--- src/rtl/calc_disp_pkg.sv ---
// Shared display constants for the calculator's seven-segment drivers.
// Segment vectors are {g,f,e,d,c,b,a}, active-low: a 0 bit lights that segment.
package calc_disp_pkg;

    typedef logic [6:0] seg_t;
    typedef logic [4:0] code_t;
    typedef logic [1:0] digit_idx_t;

    localparam code_t OFF_CODE  = 5'b10000;
    localparam seg_t  SEG_BLANK = 7'b1111111;

    // Entries are listed from glyph F down to glyph 0.
    localparam logic [15:0][6:0] GLYPH_TBL = '{
        7'b0001110, 7'b0000110, 7'b0100001, 7'b1000110,
        7'b0000011, 7'b0001000, 7'b0010000, 7'b0000000,
        7'b1111000, 7'b0000010, 7'b0010010, 7'b0011001,
        7'b0110000, 7'b0100100, 7'b1111001, 7'b1000000
    };

endpackage

--- src/rtl/seven_seg_scanner_if.sv ---
// Digit codes in, multiplexed anode/segment drive out.
// The display side has no flow control: codes are sampled once per frame.
interface seven_seg_scanner_if;
    logic [7:0] disp0;
    logic [7:0] disp1;
    logic [7:0] disp2;
    logic [7:0] disp3;
    logic [3:0] an;
    logic [6:0] seg;
    logic       dp;
    logic       frame_tick;

    modport master (
        output disp0, disp1, disp2, disp3,
        input  an, seg, dp, frame_tick
    );

    modport slave (
        input  disp0, disp1, disp2, disp3,
        output an, seg, dp, frame_tick
    );
endinterface

--- src/rtl/hex_to_seg.sv ---
// Combinational 5-bit digit code to active-low glyph; codes with bit 4 set are blank.
// Zero latency, no backpressure.
module hex_to_seg
    import calc_disp_pkg::*;
(
    input  code_t code,
    output seg_t  seg
);

    always_comb begin
        seg = SEG_BLANK;
        if (!code[4]) begin
            seg = GLYPH_TBL[code[3:0]];
        end
    end

endmodule

--- src/rtl/seven_seg_scanner.sv ---
// Scans four snapshotted digit codes onto shared segment lines, blanking the start of each slot.
// an/seg are registered one cycle behind cnt/idx; inputs are only sampled at the frame boundary.
module seven_seg_scanner
    import calc_disp_pkg::*;
#(
    parameter int    REFRESH_DIV  = 50000,
    parameter int    BLANK_CYCLES = 1000,
    parameter code_t OFF_CODE     = calc_disp_pkg::OFF_CODE
) (
    input  logic                clk,
    input  logic                reset_n,
    seven_seg_scanner_if.slave  bus
);

    localparam int             CW        = $clog2(REFRESH_DIV);
    localparam logic [CW-1:0]  CNT_LAST  = CW'(REFRESH_DIV - 1);
    localparam logic [CW-1:0]  CNT_BLANK = CW'(BLANK_CYCLES);

    logic [CW-1:0] cnt;
    digit_idx_t    idx;
    code_t         sh [4];
    logic [3:0]    an_q;
    seg_t          seg_q;
    logic          tick_q;

    logic          slot_end;
    logic          frame_end;
    logic          in_blank;
    seg_t          glyph;
    logic [3:0]    an_nxt;
    seg_t          seg_nxt;
    logic          unused_hi;

    // Upper code bits carry no display meaning.
    assign unused_hi = ^{bus.disp0[7:5], bus.disp1[7:5], bus.disp2[7:5], bus.disp3[7:5]};

    assign slot_end  = (cnt == CNT_LAST);
    assign frame_end = slot_end && (idx == 2'd3);
    assign in_blank  = (cnt < CNT_BLANK);

    hex_to_seg u_hex_to_seg (
        .code (sh[idx]),
        .seg  (glyph)
    );

    always_comb begin
        an_nxt  = 4'b1111;
        seg_nxt = SEG_BLANK;
        if (!in_blank) begin
            an_nxt  = ~(4'b0001 << idx);
            seg_nxt = glyph;
        end
    end

    always_ff @(posedge clk or negedge reset_n) begin
        if (!reset_n) begin
            cnt    <= '0;
            idx    <= '0;
            for (int i = 0; i < 4; i++) begin
                sh[i] <= OFF_CODE;
            end
            an_q   <= 4'b1111;
            seg_q  <= SEG_BLANK;
            tick_q <= 1'b0;
        end else begin
            cnt <= slot_end ? '0 : cnt + 1'b1;
            if (slot_end) begin
                idx <= idx + 2'd1;
            end
            // Snapshot coincides with the idx wrap so slot 0 of the new frame sees new sh[0].
            if (frame_end) begin
                sh[0] <= bus.disp0[4:0];
                sh[1] <= bus.disp1[4:0];
                sh[2] <= bus.disp2[4:0];
                sh[3] <= bus.disp3[4:0];
            end
            an_q   <= an_nxt;
            seg_q  <= seg_nxt;
            tick_q <= frame_end;
        end
    end

    assign bus.an         = an_q;
    assign bus.seg        = seg_q;
    assign bus.dp         = 1'b1;
    assign bus.frame_tick = tick_q;

endmodule

--- src/flat_wrapper.sv ---
// flat-port wrapper written by rule: the top's interface ports become plain ports
module seven_seg_scanner_flat import calc_disp_pkg::*;
#(
    parameter int    REFRESH_DIV  = 50000,
    parameter int    BLANK_CYCLES = 1000,
    parameter code_t OFF_CODE     = calc_disp_pkg::OFF_CODE
)
  (clk, reset_n, bus_disp0, bus_disp1, bus_disp2, bus_disp3, bus_an, bus_seg, bus_dp, bus_frame_tick);
  seven_seg_scanner_if bus_i ();
  input  logic clk;
  input  logic reset_n;
  input wire logic [$bits(bus_i.disp0)-1:0] bus_disp0;
  input wire logic [$bits(bus_i.disp1)-1:0] bus_disp1;
  input wire logic [$bits(bus_i.disp2)-1:0] bus_disp2;
  input wire logic [$bits(bus_i.disp3)-1:0] bus_disp3;
  output wire logic [$bits(bus_i.an)-1:0] bus_an;
  output wire logic [$bits(bus_i.seg)-1:0] bus_seg;
  output wire logic [$bits(bus_i.dp)-1:0] bus_dp;
  output wire logic [$bits(bus_i.frame_tick)-1:0] bus_frame_tick;
  assign bus_i.disp0 = bus_disp0;
  assign bus_i.disp1 = bus_disp1;
  assign bus_i.disp2 = bus_disp2;
  assign bus_i.disp3 = bus_disp3;
  assign bus_an = bus_i.an;
  assign bus_seg = bus_i.seg;
  assign bus_dp = bus_i.dp;
  assign bus_frame_tick = bus_i.frame_tick;
  seven_seg_scanner #(.REFRESH_DIV(REFRESH_DIV), .BLANK_CYCLES(BLANK_CYCLES), .OFF_CODE(OFF_CODE)) u_core (.clk(clk), .reset_n(reset_n), .bus(bus_i));
endmodule
--- config.mk ---
export PLATFORM = sky130hd
export DESIGN_NAME = seven_seg_scanner_flat
export DESIGN_NICKNAME = d
export VERILOG_FILES = /design/src/rtl/calc_disp_pkg.sv /design/src/rtl/seven_seg_scanner_if.sv /design/src/rtl/hex_to_seg.sv /design/src/rtl/seven_seg_scanner.sv /design/src/flat_wrapper.sv
export SDC_FILE = /design/constraint.sdc
export NUM_CORES = 1
export LEC_CHECK = 0
export CORE_MARGIN = 3
export CORE_UTILIZATION = 47
export CTS_BUF_LIST = sky130_fd_sc_hd__clkbuf_16
export CTS_CLUSTER_DIAMETER = 150
export DETAILED_ROUTE_END_ITERATION = 16
export GPL_ROUTABILITY_DRIVEN = 1
export GPL_TIMING_DRIVEN = 0
export PLACE_DENSITY_LB_ADDON = 0.08
export SLEW_MARGIN = 20
export SYNTH_ARGS = -nofsm -noshare
export SYNTH_HDL_FRONTEND = slang
export SYNTH_HIERARCHICAL = 1
export SYNTH_SLANG_ARGS = --single-unit
--- constraint.sdc ---
create_clock -name clk -period 2.4 [get_ports clk]
set_input_delay 0.36 -clock clk [delete_from_list [all_inputs] [get_ports clk]]
set_output_delay 0.36 -clock clk [all_outputs]
set_load 0.05 [all_outputs]
======== Yosys cells after proc, flatten, opt, wreduce, memory -nomap -nowiden ========
Memory sizes are Yosys's and may differ from the RTL's.
Cells that the tools add are included.
Widths: inputs -> output; s select.
storage, ports and cells
  bits in registers ....................... 50
  memory bits (read-only) ................. 112
  output and inout port bits .............. 13
  memories kept ........................... 1
operators by class
  add/subtract/negate cells ............... 2
  $lt $le $gt $ge ......................... 3
  equal/unequal tests ..................... 2
  shift-type cells ........................ 1
  mux-type cells .......................... 8
  bitwise operators ....................... 2
  reductions and logical operators ........ 1
memory list
  memory           depth  width  read ports  clocked after memory_dff  wr ports  line              RTL
  (no name shown)  16     7      1           0                         0         hex_to_seg.sv:13  seg = GLYPH_TBL[code[3:0]];
operators with widths
  cell                   number
  $mux 7                 3
  $add 16x1->16 const B  1
  $eq 16x16->1 const B   1
  $lt 16x10->1 const B   1
  $mux 16                1
  $bmux 5 s2             1
  $mux 5                 2
  $lt 4x5->1 const B     1
  $mux 4                 1
  $not 4->4              1
  $shl 1x2->4 const A    1
  $ge 3x3->1 const B     1
  $not 2->3              1
  $add 2x1->2 const B    1
  $eq 2x2->1 const B     1
  $logic_and 1x1->1      1

======== Depth between registers and ports, before layout ========
  depth in word-level cells ............... 8
  gate-level depth with buffers ........... 7
  depth with buffers taken out ............ 6

======== Hierarchy ========
The synthesis kept the hierarchy.
modules (own cells, without submodules)
  module             instances  cells each  area each (µm²)  seq. area each (µm²)
  seven_seg_scanner  1          162         2178.3           1270.0
  hex_to_seg         1          35          299.0            0.0

======== Worst setup path before layout ========
OpenSTA, ideal clock, no wires.
  kind .................................... reg2reg
  start point ............................. register u_core.idx[0]
  end point ............................... register u_core.seg_q[1], in the netlist u_core/bus.seg[1]
  setup time .............................. 0.080 ns
  arrival time ............................ 2.379 ns
  required time ........................... 2.320 ns
  path slack .............................. -0.059 ns
  stages on the path, launching flop included .. 8
  path buffers ............................ 1
  period minus slack after synthesis ...... 2.459 ns
  cells stage by stage .................... dfrtp_1 > clkbuf_1 > mux4_2 > inv_1 > ha_1 > or2_2 > a311o_1 > nand2b_1
between the ends
  longest elaborated chain between the ends .. 8
RTL lines
  element                                      line                     RTL
  start, declared                              seven_seg_scanner.sv:20  digit_idx_t idx;
  start signal, assigned                       seven_seg_scanner.sv:68  idx <= idx + 2'd1;
  $not 2->3 (implied by the code) *            seven_seg_scanner.sv:42  .code (sh[idx]),
  $bmux 5 s2 *                                 seven_seg_scanner.sv:42
  $mux 5 (implied by the code) * (2 in a row)  seven_seg_scanner.sv:42
  $mem_v2 16x7                                 n/a
  $mux 7 (implied by the code)                 hex_to_seg.sv:13
  $mux 7 *                                     hex_to_seg.sv:12         if (!code[4]) begin
  via u_core.glyph[1]                          seven_seg_scanner.sv:29  seg_t glyph;
  $mux 7 *                                     seven_seg_scanner.sv:49  if (!in_blank) begin
  via u_core.seg_nxt[1]                        seven_seg_scanner.sv:31  seg_t seg_nxt;
  end signal, assigned                         seven_seg_scanner.sv:78  seg_q <= seg_nxt;
  end, declared                                seven_seg_scanner.sv:23  seg_t seg_q;
The timed path passes the listed nets; every way through them passes the cells marked *. The select of a mux whose other input is x is not followed.
A chain may end at the register's enable or synchronous reset.

======== Final worst setup path ========
  start point ............................. register u_core.idx[0]
  end point ............................... register u_core.seg_q[5], in the netlist u_core/bus.seg[5]
The elaborated chain is that of the path after synthesis.

==> flow_metrics.env <==
export IMPL_die_x_um=78.6
export IMPL_design_area_um2=3110
export IMPL_start_util_pct=50.4
export IMPL_crit_start="u_core/idx[0]"
export IMPL_grt_usage_pct=16.2
export IMPL_area_growth_pct=25.4
export IMPL_power_clock_fraction_pct=45.9
export IMPL_clock_latency_ns=0.29
export IMPL_cts_buffers=5
export IMPL_grt_max_degree=30
export IMPL_postRouteAntennaNets=0
export IMPL_max_freq_ghz=0.430
export IMPL_cts_clk_slew_worst_paths_ns=0.06
export IMPL_die_area_um2=6180
export IMPL_mostFrequentLayoutCells="35 x dfrtp_1, 32 x clkdlybuf4s50_1, 20 x mux2_2, 15 x dfstp_2"
export IMPL_drc=0
export IMPL_grt_overflow_total=0
export IMPL_final_nets=287
export IMPL_cts_sinks=50
export IMPL_num_fill_cells=394
export IMPL_status="finished clean"
export IMPL_portBuffers=33
export IMPL_first_iter_violations=81
export IMPL_grt_pass1_wl_um=7720
export IMPL_utilization_pct=63.2
export IMPL_yosysSeqAreaShare_pct=51.3
export IMPL_clk_path_buf_depth=2
export IMPL_worstMarginPinSlew_ns=0.502
export IMPL_syn_area_um2=2480
export IMPL_start_kind="register"
export IMPL_p_sw_share_pct=18.3
export IMPL_layout_drive_gt1_share_pct=27.7
export IMPL_ff2ff_setup_slack_ns=0.08
export IMPL_vdd_ir_drop_max_mv=0.405
export IMPL_pwr_share_seq_pct=50.6
export IMPL_coreArea_um2=4910
export IMPL_dr_pass1_iters=5
export IMPL_finalHoldViolCount=0
export IMPL_drv_cap=0
export IMPL_syn_inst=197
export IMPL_p_per_area_nw_per_um2=537
export IMPL_whs_ns=0.0283
export IMPL_io_pin_count=47
export IMPL_grt_antenna_before_repair=0
export IMPL_fin_crit_sh_pct=96.9
export IMPL_grt_pass1_vias=1652
export IMPL_yosysWarningCount=6
export IMPL_dieHeight_um=78.6
export IMPL_ys_seq_elements=50
export IMPL_cts_max_level=2
export IMPL_hold_path_class="input pin to async pin"
export IMPL_p_sw_uw=306
export IMPL_endpoint="u_core/bus.seg[5]"
export IMPL_dp_hpwl_um=3470
export IMPL_finalSetupViolCount=0
export IMPL_syn_nets=243
export IMPL_syn_avg_cell_area_um2=12.6
export IMPL_cp_end_kind="register"
export IMPL_period_needed_ns=2.32
export IMPL_diodes=0
export IMPL_routabilityCongestion=0.928
export IMPL_crit_fanout=6
export IMPL_required_ns=2.61
export IMPL_drt_total_wl_um=4550
export IMPL_intPower_uw=1360
export IMPL_max_slew_margin_rel_pct=66.4
export IMPL_pwr_share_comb_pct=3.4
export IMPL_rr_startpoint="u_core/idx[0]"
export IMPL_leakage_uw=0.00134
export IMPL_mostFrequentLayoutCell="dfrtp_1"
export IMPL_rr_endpoint="u_core/bus.seg[5]"
export IMPL_routedWlPerCell_um=14.7
export IMPL_worstSetupPathType="register to register"
export IMPL_rows=25
export IMPL_cts_tree="done"
export IMPL_slew_violations=0
export IMPL_vias=1666
export IMPL_synth_distinct_cells=39
export IMPL_arrival_ns=2.54
export IMPL_reg2reg_depth=7
export IMPL_power_total_uw=1670
export IMPL_rsz0062_at_grt="false"
export IMPL_place_area_um2=2910
export IMPL_avgViaCountPerCell=5.39
export IMPL_skew_ns=0.00358
export IMPL_ctsRootBufferMaster="clkbuf_16"
[critical path, stage by stage, from the launching register on]
cell and delay (ns):
dfrtp_1 0.41, buf_8 0.16, mux4_2 0.55, buf_4 0.19, ha_1 0.22, mux2_1 0.29
a211o_1 0.29, nand2b_1 0.14
[flip-flops by register name, summed over array words and instances (netlist names)]
| register | count |
|---|---|
| u_core/bus.an | 4 |
| u_core/bus.frame_tick | 1 |
| u_core/bus.seg | 7 |
| u_core/cnt | 16 |
| u_core/idx | 2 |
| u_core/sh | 20 |
[synthesized netlist by cell type (all sizes together)]
master  count  area share [%]
or2         2            0.50
nand4       6             1.5
and3        1            0.25
buf         7             2.5
nand2      13             2.1
nor3        5             1.0
a311o       1            0.40
nor2       12             1.8
or4b        1            0.40
a32oi       2            0.71
or4         2            0.76
nand3       5             1.0
inv         6            0.91
dfrtp      35              35
o221ai      1            0.35
o21ai       2            0.40
clkbuf      1            0.15
or3         1            0.25
mux4        5             4.5
xor2        6             2.1
dfstp      15              16
xnor2       8             2.8
mux2i       3             1.2
a211o       1            0.35
ha         12             6.1
nor4        6             2.4
nor2b       3            0.76
nand2b      9             2.3
mux2       22              10
a221o       2            0.81
conb        1            0.15
a21oi       1            0.20
[cell families after synthesis]
group                    share of synthesized area [%]
AO/OA/AOI/OAI                                     3.23
flip-flops                                        51.3
adder cells (fa/ha/maj)                           6.06
AND/OR/NAND/NOR                                   15.0
XOR/XNOR                                          4.95
buffers and inverters                             3.59
other                                            0.151
multiplexers                                      15.8
[per-layer routing]
layer / up-vias / routed length [um] / global-route usage (%)
met3: 6 / 278 / 3.33
met5: - / 0 / 0
li1: 780 / - / -
met2: 63 / 2260 / 26.7
met1: 817 / 1940 / 20.5
met4: 0 / 77 / 7.34
[area by class of cell]
cell class	instances	area (um^2)	share of cell area [%]
timing repair buffer	37	368	11.8
tap	67	83.8	2.70
multi-input combinational	133	1120	36.0
clock inverter	3	37.5	1.21
buffer	8	77.6	2.50
clock buffer	5	125	4.03
sequential	50	1270	40.9
inverter	6	25.0	0.806
[power by group through the flow]
stage | registers [uW] | logic, uW | clock network (uW)
detailed placement | 859 | 58.6 | 0
CTS | 844 | 58.6 | 786
global route | 843 | 63.4 | 828
finish | 844 | 56.9 | 766
global placement | 859 | 53.8 | 0
floorplan | 859 | 4.94 | 0
[worst min path at each step]
stage,end,slack (ns),cells past startpoint
final,u_core/idx[1],0.03,1
after global routing,u_core/idx[1],0.08,1
after CTS,u_core/idx[1],0.04,1
after detailed placement,u_core/idx[1],0.35,1
after global placement,u_core/cnt[13],0.48,1
after floorplan,u_core/bus.frame_tick,0.06,0
[timing repair]
action / in CTS / in global routing
buffers inserted: 1 / 2
endpoints found under the setup margin: 1 / 3
hold endpoints to repair: 0 / 0
resized for setup: 4 / 2
hold buffers: 0 / 0
[stage by stage]
step	worst slack, ns	setup TNS (ns)	cells
6_report	0.0754	0	309
5_1_grt	0.00633	0	309
4_1_cts	0.0371	0	307
3_5_place_dp	-0.147	-0.147	298
3_3_place_gp	-0.302	-10.60	297
2_1_floorplan	0.0795	0	197
No activity file was read; power rests on OpenSTA's default activity.
